--- src/rtl/nios2_rdctrl_seq.sv ---
// Avalon-MM programmable read sequencer for the audio sample FIFO.
// Issues one FIFO read per sample tick, captures the sample, counts down and interrupts on completion.
module nios2_rdctrl_seq #(
    parameter int DW = 16,
    parameter int CW = 16
) (
    input  logic          clk,
    input  logic          reset_n,
    input  logic [2:0]    address,
    input  logic          chipselect,
    input  logic          write_n,
    input  logic [31:0]   writedata,
    output logic [31:0]   readdata,
    output logic          irq,
    input  logic          sample_tick,
    input  logic          fifo_empty,
    output logic          fifo_rd,
    input  logic [DW-1:0] fifo_rdata
);

    localparam logic [1:0] S_IDLE    = 2'd0;
    localparam logic [1:0] S_WAIT    = 2'd1;
    localparam logic [1:0] S_READ    = 2'd2;
    localparam logic [1:0] S_CAPTURE = 2'd3;

    logic [1:0]    r_state;
    logic [1:0]    w_state_nxt;
    logic          r_run;
    logic          r_cont;
    logic          r_irq_en;
    logic [CW-1:0] r_count;
    logic [CW-1:0] r_remaining;
    logic          r_done;
    logic          r_underrun;
    logic [DW-1:0] r_last;
    logic [15:0]   r_urcnt;
    logic          r_fifo_rd;
    logic          r_irq;

    logic w_wr;
    logic w_wr_ctrl;
    logic w_wr_count;
    logic w_wr_stat;
    logic w_abort;
    logic w_busy;
    logic w_start;
    logic w_last_smp;
    logic w_done_set;
    logic w_ur_set;

    assign w_wr       = chipselect & ~write_n;
    assign w_wr_ctrl  = w_wr & (address == 3'd0);
    assign w_wr_count = w_wr & (address == 3'd1);
    assign w_wr_stat  = w_wr & (address == 3'd2);
    assign w_abort    = w_wr_ctrl & ~writedata[0];
    assign w_busy     = (r_state != S_IDLE);
    assign w_start    = (r_state == S_IDLE) & w_wr_ctrl & writedata[0] & (r_count != '0);
    assign w_last_smp = (r_remaining == CW'(1));

    // An abort seen during READ has already cleared r_run, so CAPTURE exits on either.
    assign w_done_set = ((r_state == S_IDLE) & w_wr_ctrl & writedata[0] & (r_count == '0)) |
                        ((r_state == S_CAPTURE) & w_last_smp & ~r_cont & r_run & ~w_abort);
    assign w_ur_set   = (r_state == S_WAIT) & ~w_abort & sample_tick & fifo_empty;

    always_comb begin
        w_state_nxt = r_state;
        case (r_state)
            S_IDLE:    if (w_start) w_state_nxt = S_WAIT;
            S_WAIT: begin
                if (w_abort)
                    w_state_nxt = S_IDLE;
                else if (sample_tick & ~fifo_empty)
                    w_state_nxt = S_READ;
            end
            S_READ:    w_state_nxt = S_CAPTURE;
            S_CAPTURE: begin
                if (w_abort | ~r_run | (w_last_smp & ~r_cont))
                    w_state_nxt = S_IDLE;
                else
                    w_state_nxt = S_WAIT;
            end
            default:   w_state_nxt = S_IDLE;
        endcase
    end

    always_ff @(posedge clk or negedge reset_n) begin
        if (!reset_n) begin
            r_state   <= S_IDLE;
            r_fifo_rd <= 1'b0;
            r_irq     <= 1'b0;
        end else begin
            r_state   <= w_state_nxt;
            r_fifo_rd <= (w_state_nxt == S_READ);
            r_irq     <= r_irq_en & (r_done | r_underrun);
        end
    end

    always_ff @(posedge clk or negedge reset_n) begin
        if (!reset_n) begin
            r_run    <= 1'b0;
            r_cont   <= 1'b0;
            r_irq_en <= 1'b0;
            r_count  <= '0;
        end else begin
            if (w_wr_ctrl) begin
                r_cont   <= writedata[1];
                r_irq_en <= writedata[2];
            end
            // While busy a run=1 write never restarts; it can only keep or drop run.
            if ((r_state == S_CAPTURE) && (w_state_nxt == S_IDLE))
                r_run <= 1'b0;
            else if (w_wr_ctrl)
                r_run <= (r_state == S_IDLE) ? w_start : (r_run & writedata[0]);
            if (w_wr_count)
                r_count <= writedata[CW-1:0];
        end
    end

    always_ff @(posedge clk or negedge reset_n) begin
        if (!reset_n) begin
            r_remaining <= '0;
            r_last      <= '0;
            r_urcnt     <= '0;
            r_done      <= 1'b0;
            r_underrun  <= 1'b0;
        end else begin
            if (w_start)
                r_remaining <= r_count;
            else if (r_state == S_CAPTURE)
                r_remaining <= (w_last_smp && (w_state_nxt == S_WAIT)) ? r_count
                                                                         : r_remaining - CW'(1);
            if (r_state == S_CAPTURE)
                r_last <= fifo_rdata;
            if (w_start)
                r_urcnt <= '0;
            else if (w_ur_set && (r_urcnt != 16'hFFFF))
                r_urcnt <= r_urcnt + 16'd1;
            // Hardware set beats a same-cycle write-1-to-clear.
            r_done     <= w_done_set | (r_done & ~(w_wr_stat & writedata[1]));
            r_underrun <= w_ur_set | (r_underrun & ~(w_wr_stat & writedata[2]));
        end
    end

    always_comb begin
        readdata = '0;
        case (address)
            3'd0: readdata[2:0] = {r_irq_en, r_cont, r_run};
            3'd1: readdata[CW-1:0] = r_count;
            3'd2: begin
                readdata[2:0]       = {r_underrun, r_done, w_busy};
                readdata[16+CW-1:16] = r_remaining;
            end
            3'd3: readdata[DW-1:0] = r_last;
            3'd4: readdata[15:0] = r_urcnt;
            default: ;
        endcase
    end

    assign fifo_rd = r_fifo_rd;
    assign irq     = r_irq;

endmodule

--- config.mk ---
export PLATFORM = sky130hd
export DESIGN_NAME = nios2_rdctrl_seq
export DESIGN_NICKNAME = d
export VERILOG_FILES = /design/src/rtl/nios2_rdctrl_seq.sv
export SDC_FILE = /design/constraint.sdc
export NUM_CORES = 1
export LEC_CHECK = 0
export CORE_MARGIN = 2
export CORE_UTILIZATION = 30
export DETAILED_ROUTE_END_ITERATION = 8
export DONT_BUFFER_PORTS = 1
export GPL_TIMING_DRIVEN = 0
export HOLD_SLACK_MARGIN = 0.06
export PLACE_DENSITY = 0.45
export REMOVE_ABC_BUFFERS = 1
export SYNTH_ARGS = -nofsm -noshare
export SYNTH_HDL_FRONTEND = slang
export SYNTH_SLANG_ARGS = --single-unit
--- constraint.sdc ---
create_clock -name clk -period 2.25 [get_ports clk]
set_input_delay 0.3375 -clock clk [delete_from_list [all_inputs] [get_ports clk]]
set_output_delay 0.3375 -clock clk [all_outputs]
set_load 0.005 [all_outputs]
Word level (Yosys, flattened, before mapping) --
Cells that the tools add are included. W data, S select, Z words.
Operators by class: add/sub/neg operators 2, eq/ne operators 11, multiplexer cells 16, bitwise operators 38, reduce and logical (&&, ||, !) cells 12
Operators by type and width (number):
- $mux W16 | 6
- $pmux W13 S3 | 1
- $and A1 B1 Y1 | 24
- $add A16 B1 Y16 const B | 1
- $eq A16 B1 Y1 const B | 1
- $logic_not A16 Y1 | 1
- $ne A16 B16 Y1 const B | 1
- $reduce_bool A16 Y1 | 1
- $sub A16 B1 Y16 const B | 1
- $pmux W3 S5 | 1
- $not A1 Y1 | 8
- $pmux W2 S4 | 1
- $reduce_bool A2 Y1 | 4
- $eq A2 B2 Y1 const B | 3
- $eq A3 B2 Y1 const B | 2
- $mux W2 | 3
- $or A1 B1 Y1 | 6
- $eq A2 B1 Y1 const B | 2
- $logic_not A2 Y1 | 2
- $mux W1 | 4
- $eq A3 B1 Y1 const B | 1
- $eq A3 B3 Y1 const B | 1
- $logic_and A1 B1 Y1 | 3
- $logic_not A3 Y1 | 1
Storage, ports and cells: flip-flop bits (word level) 73, input bits 57, output and inout bits 34, logic and storage cells 91

Longest topological paths before layout --
depth in word-level cells 13, depth in mapped cells 8

Least setup slack after synthesis --
No wires, ideal clock.
kind reg-to-reg, start register r_remaining[6], end register r_state[0], setup time 0.124 ns, arrival time 1.889 ns, required time 2.126 ns, slack 0.237 ns, cell stages (with the launch flop) 7, buffers on the path 1, period minus slack after synthesis 2.013 ns, cells stage by stage dfrtp_1 buf_6 or4_4 nor4b_4 nor4b_2 o21ai_0 a211o_1
On the way: word-level cells in the longest chain between the ends 5
Ends and longest elaborated chain:
- start: declaration | RTL line 32 | logic [CW-1:0] r_remaining;
- start signal: assignment | RTL line 128 | r_remaining <= r_count;
- start signal: assignment | RTL line 130 | r_remaining <= (w_last_smp && (w_state_nxt == S_WAIT)) ? r_count
- $eq A16 B1 Y1 | RTL line 58 | assign w_last_smp = (r_remaining == CW'(1));
- $and A1 B1 Y1 | RTL line 77 | if (w_abort | ~r_run | (w_last_smp & ~r_cont))
- $or A1 B1 Y1 | RTL line 77
- $mux W1 | RTL line 77
- $pmux W2 S4 | RTL line 67 | case (r_state)
- via w_state_nxt[0] | RTL line 27 | logic [1:0] w_state_nxt;
- end signal: assignment | RTL line 92 | r_state <= w_state_nxt;
- end: declaration | RTL line 26 | logic [1:0] r_state;
The timed path passes the listed nets, and every way through them passes these cells. A chain may end at the register's enable or synchronous reset.

Final worst setup path --
Same ends and word-level chain as after synthesis.

==> key figures <==
Status
  – Outcome: completed

Clocking
  – CTS Buffer Depth: 2
  – Clock root buffer: clkbuf_16
  – CTS Buf Count: 9
  – TritonCTS clock tree: built
  – CTS Sinks: 73
  – Clk slew on worst S/H paths: 60 ps
  – H-tree depth: 3
  – Clock latency on the worst-skew pair: 330 ps

Placed design
  – Final HPWL DP: 9090 um
  – Pre-CTS setup slack: -701 ps
  – Placed insts: 618
  – Placer Congestion: roughly 0.82
  – PortBufs: 0
  – Placed Area: 4370 um2

Worst setup path
  – Data arrival, critical path: 2400 ps
  – Top cell by count, worst path: nor4b_4
  – Critical-path top delay cell: or4_4
  – CP cell instances: or4_4, nor4b_4, nor4b_4, o21ai_0, a211o_1
  – Type of the worst setup path: flop to flop
  – Data required time at the worst endpoint: 2470 ps
  – Setup crit end kind: flop
  – Startpoint types: flop
  – Max incr delay on CP: 580 ps
  – Maximum fanout along the worst path: 9

Logic synthesis
  – Mapped cell area: 4230 um2
  – Ys flop type: dfrtp_1
  – Async SR Flop Fraction: 1.00
  – #FFs+latches synth: 73
  – Synth cell types: just over 60
  – Ys Warns: 0
  – Mean Syn Cell Area: 9.20 um2
  – EDFF count, synth: 0
  – Synth Instances: 460
  – Share of the yosys chip area belonging to registers: 0.431

Floorplan
  – Starting Density: 0.306
  – Num rows: 43
  – DIE HEIGHT: 123 um
  – # IOs: 91
  – Die ar.: approximately 15000 um2
  – Area of the core: 13800 um2
  – Horiz. Die Dim: around 120 um

Global routing
  – First-pass GRT wire length: 20500 um
  – Total GRT Usage: 0.179
  – Initial antenna violation count: 0
  – Largest net degree at the start of global routing: 74
  – Number of global-route vias before repair: 3639
  – Gr ovfl total: 0

Drt
  – DRT iter0 DRCs: slightly above 300
  – Final WL: around 13000 um
  – Routed wire per std cell: around 20 um
  – ANT nets after route: 0
  – DR vias/cell: 5.52
  – Drt pass-1 iters: 4
  – Via count: 3570
  – DRC errors left: 0

Final layout
  – Diode count: 0
  – Fin cells: around 650
  – Final instance area: 4970 um2
  – Fin nets: 522
  – Number of fill cells in the layout: 1395
  – Share of layout cells above drive strength 1: 0.180
  – Synth-to-Final Area Change: 17.5%

Timing
  – Max frequency: 0.459 GHz
  – Final Hold Viols: 0
  – Worst Max-Slew Pin Slew: between 900 and 1000 ps
  – Endpoints failing setup: 0
  – Slew Limit Fails: 0
  – Final period demand of the worst path: 2180 ps
  – RSZ-0062 raised after global routing: yes
  – Crit share post-route: 0.969
  – Final setup TNS: 0 ps
  – Clock Skews: 4.27 ps
  – Slew headroom: 0.389
  – Final worst slack: 69.5 ps

Power and ir drop
  – Peak supply drop: 0.381 mV
  – Total power: 4.89 mW
  – Static Leak: 2.01 nW
  – Pwr per Cell Area: 983 nW/um2

Hold path
  – Type of the most critical hold path: input port to flop

Run
  – Maxcap violations: 0
## critical path: cells and delay by family (launching register included)
kind	cells	cell delay [ps]
flops	1	480
compound gates	2	420
simple gates	3	1170
## cells in the final DEF, fill, tap and decap left out, types with 4 or more instances in the layout
cell,n
mux2_2,20
clkbuf_16,9
a21oi_1,11
nand4_1,10
nor4_1,6
nand3_1,11
a221oi_1,5
nor2_1,28
dfrtp_1,70
nor4_4,5
a22oi_1,17
a21o_1,4
o21ai_0,25
nand2_1,86
xnor2_1,11
o31ai_1,5
and2_1,19
inv_1,11
nor4_2,4
buf_4,12
nor3_1,9
## area by class of cell
cell class | instances | area, um2 | area share
inverter | 11 | 41.3 | 0.00830
sequential | 73 | 1830 | 0.368
timing repair buffer | 16 | 150 | 0.0302
clock buffer | 11 | 243 | 0.0488
multi-input combinational | 351 | 2380 | 0.479
tap | 180 | 225 | 0.0453
clock inverter | 5 | 103 | 0.0206
## through the flow
| stage | utilization | hold slack, ps |
|---|---|---|
| global route | 0.360 | 104 |
| finish | 0.360 | 106 |
| detailed placement | 0.316 | 44.7 |
| floorplan | - | 41.9 |
| global placement | 0.314 | 45.3 |
| CTS | 0.353 | 96.4 |
## power by group
group / internal (mW) / switching [mW]
combinational: 0.486 / 0.591
clock: 1.11 / 0.568
sequential: 1.66 / 0.472
total: 3.26 / 1.63
## kinds of logic (layout without fill, tap and decap cells)
logic type               after synthesis  count (layout)  synth area share
XOR/XNOR                              12              12            0.0248
multiplexers                          22              22            0.0609
flip-flops                            73              73             0.431
AO/OA/AOI/OAI                         98              98             0.163
buffers and inverters                 36              43            0.0384
adder cells (fa/ha/maj)                3               3           0.00887
AND/OR/NAND/NOR                      216             216             0.272
## routing by layer
layer  vias to the layer above  wire, um  global-route usage
met1                      1805      5790               0.234
li1                       1672         -                   -
met3                        21       367              0.0228
met5                         -         0                   0
met4                         0       340              0.0848
met2                        72      6550               0.294
## cells in the mapped netlist, types with 4 or more instances
cell type,count,area [um2]
nor2b_1,5,31.3
dfrtp_1,73,1830
nand4_1,10,62.6
a22oi_1,17,128
a21o_1,4,30.0
o21ai_0,25,125
buf_2,4,20.0
xnor2_1,11,96.3
a221oi_1,5,43.8
nor3b_1,4,30.0
a21oi_1,11,55.1
and2_1,20,125
o31ai_1,5,37.5
nand2_1,87,327
clkbuf_1,15,56.3
inv_1,11,41.3
mux2_2,20,225
nor2_1,28,105
nand3_1,11,55.1
nor3_1,10,50.1
nor4_1,11,68.8
## state kept, by name, indices dropped and copies added (netlist names)
signal and cells:
r_count 16, r_last 16, r_remaining 16, r_urcnt 16
r_state 2, fifo_rd 1, irq 1, r_cont 1
r_done 1, r_irq_en 1, r_run 1, r_underrun 1
## what timing repair did
action / in CTS / in global routing
pin swaps: 4 / 7
buffers inserted: 6 / 5
gates resized for setup: 15 / 11
hold endpoints to repair: 73 / 0
hold buffers: 2 / 0
endpoints found under the setup margin: 31 / 23
## final timing paths
check | startpoint | to | slack [ps] | depth (start not counted)
max | r_remaining[6] | r_state[0] | 70 | 5
min | fifo_rdata[4] | r_last[4] | 110 | 2
max reg2reg | r_remaining[6] | r_state[0] | 70 | 5
min reg2reg | r_last[10] | r_last[10] | 480 | 2
max in group asynchronous | reset_n | r_remaining[4] | 1330 | 2
min in group asynchronous | reset_n | r_remaining[5] | 560 | 2
No activity file was read; power rests on OpenSTA's default activity.
